===== src/rtl/sdram_cmd_sched.sv =====
// Host command queue and single-outstanding-burst scheduler in front of an SDRAM controller.
// Commands are queued, issued as level requests, and retired on the falling ack or a wait timeout.
module sdram_cmd_sched #(
    parameter int unsigned FIFO_DEPTH = 4,
    parameter int unsigned TMO_CYCLES = 4096,
    parameter int unsigned MAX_LEN    = 256,
    localparam int unsigned CNT_W     = $clog2(FIFO_DEPTH + 1)
) (
    input  logic             clk_100m,
    input  logic             rst_n,
    input  logic             host_cmd_valid,
    input  logic             host_cmd_rw,
    input  logic [21:0]      host_cmd_addr,
    input  logic [8:0]       host_cmd_len,
    output logic             host_cmd_ready,
    input  logic             sdram_init_done,
    input  logic             sdram_wr_ack,
    input  logic             sdram_rd_ack,
    output logic             sdram_wr_req,
    output logic             sdram_rd_req,
    output logic [8:0]       sdwr_bytes,
    output logic [8:0]       sdrd_bytes,
    output logic [21:0]      sys_addr,
    output logic             wr_done,
    output logic             rd_done,
    output logic             cmd_err,
    output logic             tmo_err,
    output logic [CNT_W-1:0] cmd_count
);

    localparam int unsigned PTR_W = $clog2(FIFO_DEPTH);
    localparam int unsigned WAIT_W = 16;

    typedef struct packed {
        logic        rw;
        logic [21:0] addr;
        logic [8:0]  len;
    } entry_t;

    typedef enum logic [1:0] {IDLE, ISSUE, ACK, DONE} state_e;

    state_e             state_q, state_d;
    entry_t             mem_q [FIFO_DEPTH];
    logic [PTR_W-1:0]   wr_ptr_q, rd_ptr_q;
    logic [CNT_W-1:0]   count_q, count_d;
    logic [WAIT_W-1:0]  wait_q, wait_d;
    logic               rw_q, rw_d;
    logic [21:0]        addr_q, addr_d;
    logic [8:0]         wrb_q, wrb_d, rdb_q, rdb_d;
    logic               wr_req_q, wr_req_d, rd_req_q, rd_req_d;
    logic               wr_done_q, wr_done_d, rd_done_q, rd_done_d;
    logic               cmd_err_q, cmd_err_d, tmo_err_q, tmo_err_d;
    logic               bad_len, push, pop, ack;
    entry_t             head, new_entry;

    assign host_cmd_ready = (count_q != CNT_W'(FIFO_DEPTH));
    assign bad_len   = (host_cmd_len == 9'd0) || (host_cmd_len > 9'(MAX_LEN));
    assign push      = host_cmd_valid & host_cmd_ready & ~bad_len;
    assign cmd_err_d = host_cmd_valid & host_cmd_ready & bad_len;
    assign head      = mem_q[rd_ptr_q];
    assign new_entry = '{rw: host_cmd_rw, addr: host_cmd_addr, len: host_cmd_len};
    // Only the ack matching the active direction is observed.
    assign ack       = rw_q ? sdram_wr_ack : sdram_rd_ack;

    always_comb begin
        unique case ({push, pop})
            2'b10:   count_d = count_q + CNT_W'(1);
            2'b01:   count_d = count_q - CNT_W'(1);
            default: count_d = count_q;
        endcase
    end

    // Next-state and registered-output logic of the scheduler.
    always_comb begin
        state_d   = state_q;
        pop       = 1'b0;
        wait_d    = wait_q;
        rw_d      = rw_q;
        addr_d    = addr_q;
        wrb_d     = wrb_q;
        rdb_d     = rdb_q;
        wr_req_d  = 1'b0;
        rd_req_d  = 1'b0;
        wr_done_d = 1'b0;
        rd_done_d = 1'b0;
        tmo_err_d = 1'b0;
        unique case (state_q)
            IDLE: begin
                if ((count_q != '0) && sdram_init_done) begin
                    pop     = 1'b1;
                    state_d = ISSUE;
                    wait_d  = '0;
                    rw_d    = head.rw;
                    addr_d  = head.addr;
                    if (head.rw) wrb_d = head.len;
                    else         rdb_d = head.len;
                end
            end
            ISSUE: begin
                if (ack) begin
                    state_d = ACK;
                end else if (wait_q == WAIT_W'(TMO_CYCLES - 1)) begin
                    state_d   = IDLE;
                    tmo_err_d = 1'b1;
                end else begin
                    wait_d   = wait_q + WAIT_W'(1);
                    wr_req_d = rw_q;
                    rd_req_d = ~rw_q;
                end
            end
            ACK: begin
                if (!ack) begin
                    state_d   = DONE;
                    wr_done_d = rw_q;
                    rd_done_d = ~rw_q;
                end
            end
            DONE:    state_d = IDLE;
            default: state_d = IDLE;
        endcase
    end

    always_ff @(posedge clk_100m or negedge rst_n) begin
        if (!rst_n) begin
            state_q   <= IDLE;
            wr_ptr_q  <= '0;
            rd_ptr_q  <= '0;
            count_q   <= '0;
            wait_q    <= '0;
            rw_q      <= 1'b0;
            addr_q    <= '0;
            wrb_q     <= '0;
            rdb_q     <= '0;
            wr_req_q  <= 1'b0;
            rd_req_q  <= 1'b0;
            wr_done_q <= 1'b0;
            rd_done_q <= 1'b0;
            cmd_err_q <= 1'b0;
            tmo_err_q <= 1'b0;
            for (int i = 0; i < int'(FIFO_DEPTH); i++) mem_q[i] <= '0;
        end else begin
            state_q   <= state_d;
            count_q   <= count_d;
            wait_q    <= wait_d;
            rw_q      <= rw_d;
            addr_q    <= addr_d;
            wrb_q     <= wrb_d;
            rdb_q     <= rdb_d;
            wr_req_q  <= wr_req_d;
            rd_req_q  <= rd_req_d;
            wr_done_q <= wr_done_d;
            rd_done_q <= rd_done_d;
            cmd_err_q <= cmd_err_d;
            tmo_err_q <= tmo_err_d;
            if (push) begin
                mem_q[wr_ptr_q] <= new_entry;
                wr_ptr_q        <= wr_ptr_q + PTR_W'(1);
            end
            if (pop) rd_ptr_q <= rd_ptr_q + PTR_W'(1);
        end
    end

    assign sdram_wr_req = wr_req_q;
    assign sdram_rd_req = rd_req_q;
    assign sdwr_bytes   = wrb_q;
    assign sdrd_bytes   = rdb_q;
    assign sys_addr     = addr_q;
    assign wr_done      = wr_done_q;
    assign rd_done      = rd_done_q;
    assign cmd_err      = cmd_err_q;
    assign tmo_err      = tmo_err_q;
    assign cmd_count    = count_q;

endmodule


===== config.mk =====
export PLATFORM = sky130hd
export DESIGN_NAME = sdram_cmd_sched
export DESIGN_NICKNAME = d
export VERILOG_FILES = /design/src/rtl/sdram_cmd_sched.sv
export SDC_FILE = /design/constraint.sdc
export NUM_CORES = 1
export LEC_CHECK = 0
export BUFFER_PORTS_ARGS = -buffer_cell sky130_fd_sc_hd__buf_4
export CORE_MARGIN = 2
export CORE_UTILIZATION = 40
export CTS_BUF_LIST = sky130_fd_sc_hd__clkbuf_4 sky130_fd_sc_hd__clkbuf_8 sky130_fd_sc_hd__clkbuf_16
export CTS_CLUSTER_SIZE = 20
export DETAILED_ROUTE_END_ITERATION = 16
export SYNTH_ARGS = -nofsm -noshare
export SYNTH_HDL_FRONTEND = slang
export SYNTH_SLANG_ARGS = --single-unit

===== constraint.sdc =====
create_clock -name clk_100m -period 3.2 [get_ports clk_100m]
set_input_delay 0.64 -clock clk_100m [delete_from_list [all_inputs] [get_ports clk_100m]]
set_output_delay 0.64 -clock clk_100m [all_outputs]
set_load 0.02 [all_outputs]

==> results.md <==
- Status: completed
- Number of buffers created by CTS: 17
- Setup_tns: 0 ns
- Sequential power share: 41.8%
- Startpoint types: input pin
- Post-synth EDFFs: 0
- Logic pwr share: 38.1%
- I/O Pins: between 80 and 90
- Critical path's slowest cell: nor4_1
- Register bit total from synthesis: 200
- Post-DRT Antenna Nets: 0
- Iteration-0 DRC Markers: approximately 310
- CTS tree: built
- Via density: 5.41
- Area growth, synth to finish: 18.6%
- Worst-path cell chain: buf_4, nor4_1, a21boi_1, nor3_1, inv_1, ha_1, inv_1, fa_1, o21ai_0
- Synth Flop Type: dfrtp_1
- FP Rows: 54
- RSZ-0062 raised after global routing: no
- Clock tree buffer depth: 2
- Worst clock skew: 0.0145 ns
- Vias in the first global route: slightly below 6000
- Initial antenna violation count: 0
- Final min period: 2.50 ns
- Switching power: 3.50 mW
- Net Sw Frac: 33.8%
- First-pass GRT wire length: 31500 um
- Total wire length: 19300 um
- Die height: 152 um
- Crit path required time: 3.55 ns
- Total Nets Final: 766
- Cts hold-fix bufs: 0
- Crit-path max cell delay: 0.50 ns
- Clk_lat worst skew: 0.44 ns
- Clock network fraction of design power: approximately 20%
- Max Freq: around 400 MHz
- # setup viols final: 0
- ANT cells: 0
- Crit-path leading delay family: simple AND/OR/NAND/NOR gates
- Final period util: 78.0%
- Via count: 5488
- Mapped Avg Cell Area: 13.9 um2
- Die W: 152 um
- CTS root buf: clkbuf_16
- Pwr Density: 1000 nW/um2
- DP Area: roughly 9800 um2
- Post-synthesis sequential area ratio: 57.3%
- Gr usage total: 17.3%
- DRC Markers: 0
- Initial DRT Pass Iterations: 5
- Share of flip-flops with an asynchronous set or reset: 100%
- GRT overflow: 0
- Final HPWL DP: 12800 um
- Worst EP arrival: about 2.9 ns
- Start point of the critical path: host_cmd_len[5]
- Synth Net Count: 674
- Gpl congestion: 0.878
- Fin. Hold Viols: 0
- Final hold slack: between 0.2 and 0.25 ns
- Synth warnings: 0
- RR Startpoint: cmd_count[1]$_DFFE_PN0P_
- Worst Setup Path Type: in -> reg
- Clk slew on worst S/H paths: 0.08 ns
- Post-Syn Area: around 9000 um2
- I/O Buffers: 87
- Peak VDD IR: 0.389 mV
- Share of post-route cells with drive strength above 1: 45.2%
- Design Area, Final: around 10000 um2
- Static Leak: 4.57 nW
- Post-CTS setup buffer count: 0
- Synth Instances: 629
- Internal power: 6.86 mW
- Worst slew pin tran: 0.793 ns
- Maximum fanout along the worst path: 6
- H-tree depth: 4
- Synth cell types: 53
- Core area: 21600 um2
- WP buf/inv: 3
- CP endpoint kind: register
- Max_cap viols: 0
- TritonCTS Sinks: 200
- Crit path top cell by count: inv_1
- DR WL/cell: 19.0 um
- Post-CTS sizing: 0
- Slew Limit Fails: 0
- DIE AREA: approximately 23000 um2
- Initial Util: 40.4%
- Largest net degree at the start of global routing: 87
- Worst hold path class: in -> async
- Slew headroom: 47.1%
-- sequential cells by signal (all words and copies together), names as in the netlist, named ones only --
signal,flops
cmd_count,3
state_q,1
mem_q,128
sdrd_bytes,9
sdram_wr_req,1
wr_ptr_q,2
wr_done,1
sdram_rd_req,1
rd_done,1
tmo_err,1
wait_q,16
sys_addr,22
rw_q,1
sdwr_bytes,9
rd_ptr_q,2
cmd_err,1
-- placed cells by master, fill, tap and decap left out, types with 2 or more instances in the layout --
cell / count
dfrtp_1: 198
mux2_2: 147
buf_4: 103
nand2_1: 81
mux4_2: 32
clkbuf_16: 17
nor2_1: 12
nand3_1: 12
a31oi_1: 11
inv_1: 10
nor4_1: 7
a21oi_1: 7
nor3_1: 6
nand4_1: 6
xnor2_1: 6
o21ai_0: 6
ha_1: 6
inv_6: 6
nor3_2: 4
inv_8: 4
or4_4: 3
o31ai_1: 2
or2_2: 2
nand2b_1: 2
a41oi_1: 2
a211o_1: 2
a21o_1: 2
xor2_1: 2
clkinvlp_4: 2
clkinv_4: 2
buf_12: 2
dfrtp_2: 2
-- cell type report --
type	instances	area (um2)
inverter	11	41.3
clock inverter	15	146
multi-input combinational	385	3560
fill	1937	11300
sequential	200	5010
timing repair buffer	106	827
clock buffer	17	425
tap	280	350
-- layer usage --
layer / GRT usage, % / share of wire [%] / vias up
met1: 22.0 / 44 / 2878
met2: 29.2 / 51 / 120
met5: 0 / 0 / -
met3: 3.85 / 3.8 / 26
met4: 6.45 / 1.9 / 0
li1: - / - / 2464
-- cells in the mapped netlist (3+ instances only) --
master	number	area [um2]
mux2_2	147	1660
nor4_1	7	43.8
dfrtp_1	200	5000
clkbuf_1	15	56.3
a31oi_1	11	68.8
buf_2	15	75.1
mux4_2	32	721
or4_4	3	33.8
nor2_1	12	45.0
nand4_1	6	37.5
nor3_1	10	50.1
a21oi_1	7	35.0
nand2_1	81	304
ha_1	6	75.1
inv_1	10	37.5
nand3_1	12	60.1
o21ai_0	6	30.0
xnor2_1	6	52.6
-- kinds of logic after synthesis --
logic type	synth area share, %
AO/OA/AOI/OAI	3.81
flip-flops	57.3
AND/OR/NAND/NOR	7.54
adder cells (fa/ha/maj)	1.09
buffers and inverters	2.19
multiplexers	27.3
XOR/XNOR	0.802
-- power by group through the flow --
stage,Combinational (mW),Sequential (mW),Clock [mW]
after floorplan,2.56,4.48,0
after global placement,3.89,4.27,0
after detailed placement,4.00,4.39,0
after CTS,4.02,4.34,2.15
after global routing,4.29,4.49,2.24
final,3.95,4.33,2.09
-- metrics by stage --
step | total power [mW] | utilization, % | setup slack (ns) | instances
finish | 10.4 | 47.9 | 0.703 | 1014
global route | 11.0 | 47.9 | 0.480 | 1014
CTS | 10.5 | 47.9 | 0.645 | 1014
detailed placement | 8.40 | 45.3 | 0.192 | 982
global placement | 8.16 | 45.3 | 0.244 | 982
floorplan | 7.05 | - | 0.526 | 629
-- final timing paths --
check | slack, ns | cells after the start | endpoint
worst max-delay path | 0.70 | 9 | cmd_count[1]$_DFFE_PN0P_
max in group asynchronous | 2.18 | 2 | wait_q[5]$_DFFE_PN0P_
min in group clk_100m | 0.36 | 2 | rd_done$_DFF_PN0_
worst min register to register | 0.49 | 2 | sys_addr[18]$_DFFE_PN0P_
worst min-delay path | 0.23 | 1 | sys_addr[19]$_DFFE_PN0P_
worst max register to register | 0.71 | 11 | cmd_count[2]$_DFFE_PN0P_
(Power assumes the default switching activity.)
